**src/rtl/ecs3_mac_tx_if.sv**
```systemverilog
// ecs3_mac_tx_if: upper-layer word handshake plus PHY serial/select lines of the ECS3 transmitter.
interface ecs3_mac_tx_if #(parameter int DATA_W = 8);
  logic [DATA_W-1:0] tx_data;
  logic tx_valid, tx_ready, rx_enable, sd_in, tx_select, rx_select, tx_done, busy;
  modport master (
    output tx_data, tx_valid, rx_enable,
    input  tx_ready, sd_in, tx_select, rx_select, tx_done, busy
  );
  modport slave (
    input  tx_data, tx_valid, rx_enable,
    output tx_ready, sd_in, tx_select, rx_select, tx_done, busy
  );
endinterface

```
**src/rtl/ecs3_mac_tx.sv**
```systemverilog
// ecs3_mac_tx: frames parallel words into START|data LSB-first|even parity|STOP on the ECS3 PHY, with a turnaround gap.
module ecs3_mac_tx #(
  parameter int DATA_W     = 8,
  parameter int BIT_CYCLES = 4,
  parameter int GAP_CYCLES = 2
) (
  input logic clk,
  input logic rst,
  ecs3_mac_tx_if.slave bus
);
  if (DATA_W < 1 || BIT_CYCLES < 1 || GAP_CYCLES < 1) begin : g_param_check
    $error("ecs3_mac_tx: DATA_W, BIT_CYCLES and GAP_CYCLES must all be >= 1");
  end
  localparam int cmax = BIT_CYCLES > GAP_CYCLES ? BIT_CYCLES : GAP_CYCLES;
  localparam int cw = $clog2(cmax + 1);
  localparam int bw = $clog2(DATA_W + 1);
  localparam logic [cw-1:0] bit_last = cw'(BIT_CYCLES - 1);
  localparam logic [cw-1:0] gap_last = cw'(GAP_CYCLES - 1);
  localparam logic [bw-1:0] data_last = bw'(DATA_W - 1);
  typedef enum logic [2:0] {st_idle, st_start, st_data, st_parity, st_stop, st_gap} state_t;
  state_t state, state_n;
  logic [cw-1:0] cyc, cyc_n;
  logic [bw-1:0] bit_idx, bit_n;
  logic [DATA_W-1:0] sh, sh_n;
  logic par, par_n, last, accept, sd_n;
  always_comb begin
    last = cyc == bit_last;
    accept = bus.tx_valid & bus.tx_ready;
    state_n = state;
    cyc_n = last ? '0 : cyc + cw'(1);
    bit_n = bit_idx;
    sh_n = sh;
    par_n = par;
    case (state)
      st_idle: begin
        cyc_n = '0;
        if (accept) begin
          state_n = st_start;
          sh_n = bus.tx_data;
          par_n = ^bus.tx_data;
        end
      end
      st_start: if (last) begin
        state_n = st_data;
        bit_n = '0;
      end
      st_data: if (last) begin
        sh_n = sh >> 1;
        bit_n = bit_idx + bw'(1);
        state_n = bit_idx == data_last ? st_parity : st_data;
      end
      st_parity: state_n = last ? st_stop : st_parity;
      st_stop: state_n = last ? st_gap : st_stop;
      st_gap: begin
        cyc_n = cyc == gap_last ? '0 : cyc + cw'(1);
        state_n = cyc == gap_last ? st_idle : st_gap;
      end
      default: state_n = st_idle;
    endcase
    // Line outputs are registered, so they are derived from the state being entered.
    sd_n = (state_n == st_start) | (state_n == st_data & sh_n[0]) | (state_n == st_parity & par_n);
  end
  always_ff @(posedge clk or posedge rst) begin
    if (rst) begin
      state <= st_idle;
      cyc <= '0;
      bit_idx <= '0;
      sh <= '0;
      par <= 1'b0;
      bus.sd_in <= 1'b0;
      bus.tx_select <= 1'b0;
      bus.tx_done <= 1'b0;
      bus.busy <= 1'b0;
      bus.tx_ready <= 1'b0;
    end else begin
      state <= state_n;
      cyc <= cyc_n;
      bit_idx <= bit_n;
      sh <= sh_n;
      par <= par_n;
      bus.sd_in <= sd_n;
      bus.tx_select <= state_n inside {st_start, st_data, st_parity, st_stop};
      bus.tx_done <= state == st_stop && state_n == st_gap;
      bus.busy <= state_n != st_idle;
      bus.tx_ready <= state_n == st_idle;
    end
  end
  assign bus.rx_select = (state == st_idle) & bus.rx_enable;
endmodule

```
**src/flat_wrapper.sv**
```systemverilog
// flat-port wrapper written by rule: the top's interface ports become plain ports
module ecs3_mac_tx_flat 
#(
  parameter int DATA_W     = 8,
  parameter int BIT_CYCLES = 4,
  parameter int GAP_CYCLES = 2
)
  (clk, rst, bus_tx_data, bus_tx_valid, bus_rx_enable, bus_tx_ready, bus_sd_in, bus_tx_select, bus_rx_select, bus_tx_done, bus_busy);
  ecs3_mac_tx_if #(.DATA_W(DATA_W)) bus_i ();
  input logic clk;
  input logic rst;
  input wire logic [$bits(bus_i.tx_data)-1:0] bus_tx_data;
  input wire logic [$bits(bus_i.tx_valid)-1:0] bus_tx_valid;
  input wire logic [$bits(bus_i.rx_enable)-1:0] bus_rx_enable;
  output wire logic [$bits(bus_i.tx_ready)-1:0] bus_tx_ready;
  output wire logic [$bits(bus_i.sd_in)-1:0] bus_sd_in;
  output wire logic [$bits(bus_i.tx_select)-1:0] bus_tx_select;
  output wire logic [$bits(bus_i.rx_select)-1:0] bus_rx_select;
  output wire logic [$bits(bus_i.tx_done)-1:0] bus_tx_done;
  output wire logic [$bits(bus_i.busy)-1:0] bus_busy;
  assign bus_i.tx_data = bus_tx_data;
  assign bus_i.tx_valid = bus_tx_valid;
  assign bus_i.rx_enable = bus_rx_enable;
  assign bus_tx_ready = bus_i.tx_ready;
  assign bus_sd_in = bus_i.sd_in;
  assign bus_tx_select = bus_i.tx_select;
  assign bus_rx_select = bus_i.rx_select;
  assign bus_tx_done = bus_i.tx_done;
  assign bus_busy = bus_i.busy;
  ecs3_mac_tx #(.DATA_W(DATA_W), .BIT_CYCLES(BIT_CYCLES), .GAP_CYCLES(GAP_CYCLES)) u_core (.clk(clk), .rst(rst), .bus(bus_i));
endmodule
```
**config.mk**
```make
export PLATFORM = sky130hd
export DESIGN_NAME = ecs3_mac_tx_flat
export DESIGN_NICKNAME = d
export VERILOG_FILES = /design/src/rtl/ecs3_mac_tx_if.sv /design/src/rtl/ecs3_mac_tx.sv /design/src/flat_wrapper.sv
export SDC_FILE = /design/constraint.sdc
export NUM_CORES = 1
export LEC_CHECK = 0
export CORE_MARGIN = 4
export CORE_UTILIZATION = 40
export DETAILED_ROUTE_END_ITERATION = 6
export PLACE_DENSITY_LB_ADDON = 0.08
export RECOVER_POWER = 100
export SYNTH_ARGS = -nofsm -noshare
export SYNTH_HDL_FRONTEND = slang
export SYNTH_SLANG_ARGS = --single-unit
```
**constraint.sdc**
```tcl
create_clock -name clk -period 3 [get_ports clk]
set_input_delay 0.6 -clock clk [delete_from_list [all_inputs] [get_ports clk]]
set_output_delay 0.6 -clock clk [all_outputs]
set_load 0.01 [all_outputs]
```
==> impl_metrics.py <==
metrics = {
    "status": {
        "status": "finished clean",
    },
    "clock_network": {
        "clock-sinks": 24,
        "cts-root-buf": "clkbuf_4",
        "clk_latency_ns": 0.31,
        "post_cts_buffers": 0,
        "holdBufCountCts": 0,
        "clk_path_buf_depth": 2,
        "clk_pin_slew_ns": 0.13,
        "htree_levels": 1,
        "cts_inserted_buffers": 3,
        "cts_tree": "done",
        "cts-resized-gates": 0,
    },
    "drt": {
        "post_drt_wl_per_cell_microns": 12.89,
        "drt_pre_antenna_iters": 4,
        "drt-initial-drc-count": 30,
        "vias": 1038,
        "drt-vias-per-instance": 5.139,
        "wl_mm": 2.603,
        "drc": 0,
        "ant_nets": 0,
    },
    "setup_path": {
        "cp.arrival_ns": 1.99,
        "cp_slowest_stage_delay_ns": 0.55,
        "cp-start-kind": "flop",
        "crit_buf_inv": 1,
        "endpoint_kind": "output port",
        "crit_type": "reg -> out",
        "path_max_fanout": 15,
        "cp_cell_sequence": "nor3_1 > and2_1 > clkdlybuf4s50_1",
        "critPathRequiredTime_ns": 2.40,
        "critPathTopFamily": "simple AND/OR/NAND/NOR gates",
        "cp_slowest_cell": "dfrtp_1",
    },
    "sta": {
        "fmax_ghz": 0.3863,
        "worst_pin_slew_ns": 1.299,
        "drv_slew": 0,
        "tns_ns": 0,
        "rsz0062_at_grt": "false",
        "period_needed_ns": 2.588,
        "slew_headroom_pct": 13.38,
        "finalSetupViolCount": 0,
        "finalClockSkew_ns": 0.003564,
        "period_share_pct": 86.28,
        "finalHoldViolCount": 0,
    },
    "grt": {
        "antenna_found_initial": 0,
        "grt_first_pass_wirelength_mm": 4.657,
        "grt_pass1_vias": 1022,
        "grt_max_degree": 25,
        "grt_overflow": 0,
        "track_usage_pct": 13.41,
    },
    "yosys": {
        "avgSynthCellArea_sq_um": 9.761,
        "synth_nets": 159,
        "synth_top_flop_cell": "dfrtp_1",
        "ys_ff_latch": 24,
        "synth_edf_count": 0,
        "ys_seq_area_share_pct": 43.64,
        "async_flop_share_pct": 100.0,
        "synth.area.top_cells": "dfrtp_1 (44%), nand2_1 (5.7%), ha_1 (5.5%)",
        "synthesis.area_sq_mm": 0.001376,
        "synth_top_area_cell": "dfrtp_1",
        "synth_top_area_share_pct": 43.64,
        "ys_warn_count": 0,
        "ys_types": 41,
        "synthCells": 141,
    },
    "worst_hold_path": {
        "hold_class": "reg -> reg",
    },
    "cells_and_area": {
        "antennaDiodeCount": 0,
        "layoutNonFillerInstCount": 202,
        "nets": 176,
        "n_fill_cell": 352,
        "multi_input_area_sq_um": 669.4,
        "layout_commonest_cell": "dfrtp_1",
        "drive_gt1_share_pct": 6.410,
        "ff_latch_area_sq_um": 600.6,
        "area_growth_pct": 13.18,
        "final_cell_mix": "dfrtp_1 (24), nand2_1 (21), a21oi_1 (11), clkdlybuf4s50_1 (11)",
    },
    "die": {
        "die_y_microns": 66.66,
        "placementRows": 21,
        "start_util_pct": 41.24,
        "ioPinCount": 18,
        "core_area_sq_mm": 0.003337,
        "die_w_microns": 66.66,
        "dieArea_sq_mm": 0.004444,
    },
    "place": {
        "gp_congestion": 0.7087,
        "hpwl_mm": 1.927,
        "placedCellCount": 199,
        "port_buffers": 17,
    },
    "job": {
        "max-cap-violations": 0,
    },
    "pwr": {
        "power_uw": 1314,
        "peakVddDrop_v": 0.0003014,
        "cellPowerDensity_mw_per_mm2": 843.5,
        "power.leakage_uw": 0.0006667,
    },
}
registers in the layout (all words and copies together), names as in the netlist:
name                  cells
u_core.bit_idx            4
u_core.bus.busy           1
u_core.bus.sd_in          1
u_core.bus.tx_done        1
u_core.bus.tx_ready       1
u_core.bus.tx_select      1
u_core.cyc                3
u_core.par                1
u_core.sh                 8
u_core.state              3
per-layer routing:
layer / up-vias / part of all wire [%] / global-route usage (%)
met2: 12 / 47 / 21.91
met3: 2 / 3.3 / 2.361
met4: 0 / 0.54 / 3.807
met1: 502 / 49 / 18.09
li1: 522 / - / -
met5: - / 0 / 0
per-stage QoR:
| step | cell area, sq um | utilization [%] | hold WS, ns | setup WS, ns |
|---|---|---|---|---|
| floorplan | 1376 | - | 0.4389 | 1.219 |
| global placement | 1568 | 46.98 | 0.4546 | 0.7154 |
| detailed placement | 1568 | 46.98 | 0.4636 | 0.7161 |
| CTS | 1590 | 47.66 | 0.4816 | 0.5557 |
| global route | 1558 | 46.68 | 0.5005 | 0.2531 |
| finish | 1558 | 46.68 | 0.4732 | 0.4116 |
power breakdown:
| part | switching [uW] | internal [uW] | total [uW] |
|---|---|---|---|
| Combinational | 335 | 285 | 620 |
| Sequential | 98.6 | 455 | 554 |
| Clock | 93.1 | 46.8 | 140 |
| Total | 527 | 787 | 1310 |
final cells by class:
cell class                 count  share of cell area, %
inverter                       7                  1.687
tap                           46                  3.695
sequential                    24                  38.55
clock buffer                   3                  1.446
timing repair buffer          19                  11.65
multi-input combinational    103                  42.97
final timing paths:
kind                       slack [ns]            start             endpoint  cells past startpoint
setup reg to reg                 0.94    u_core.cyc[0]  u_core.bus.tx_ready                      7
max in group asynchronous        1.10              rst   u_core.bus.tx_done                      3
setup / recovery                 0.41  u_core.state[1]        bus_rx_select                      3
min in group asynchronous        1.14              rst    u_core.bit_idx[3]                      3
hold / removal                   0.47    u_core.cyc[0]        u_core.cyc[0]                      1
hold reg to reg                  0.47    u_core.cyc[0]        u_core.cyc[0]                      1
cells in the mapped netlist, types with 2 or more instances:
master and number:
nand2b_1 5, inv_1 7, a21oi_1 11, nand2_1 21, and2_1 3, a22oi_1 5
dfrtp_1 24, nor3_2 2, ha_1 6, o21ai_1 2, nor2b_1 2, o21ai_0 6
xnor2_1 7, nor2_1 6, buf_6 2, nand3_1 2, buf_4 2, buf_2 2
o22ai_1 2, nor3_1 3
kinds of logic after synthesis:
group,Yosys count,synth area share (%)
AO/OA/AOI/OAI,35,18.46
flip-flops,24,43.64
adder cells (fa/ha/maj),6,5.454
multiplexers,2,1.545
XOR/XNOR,7,4.455
AND/OR/NAND/NOR,53,20.82
buffers and inverters,14,5.636
(Power assumes the default switching activity.)
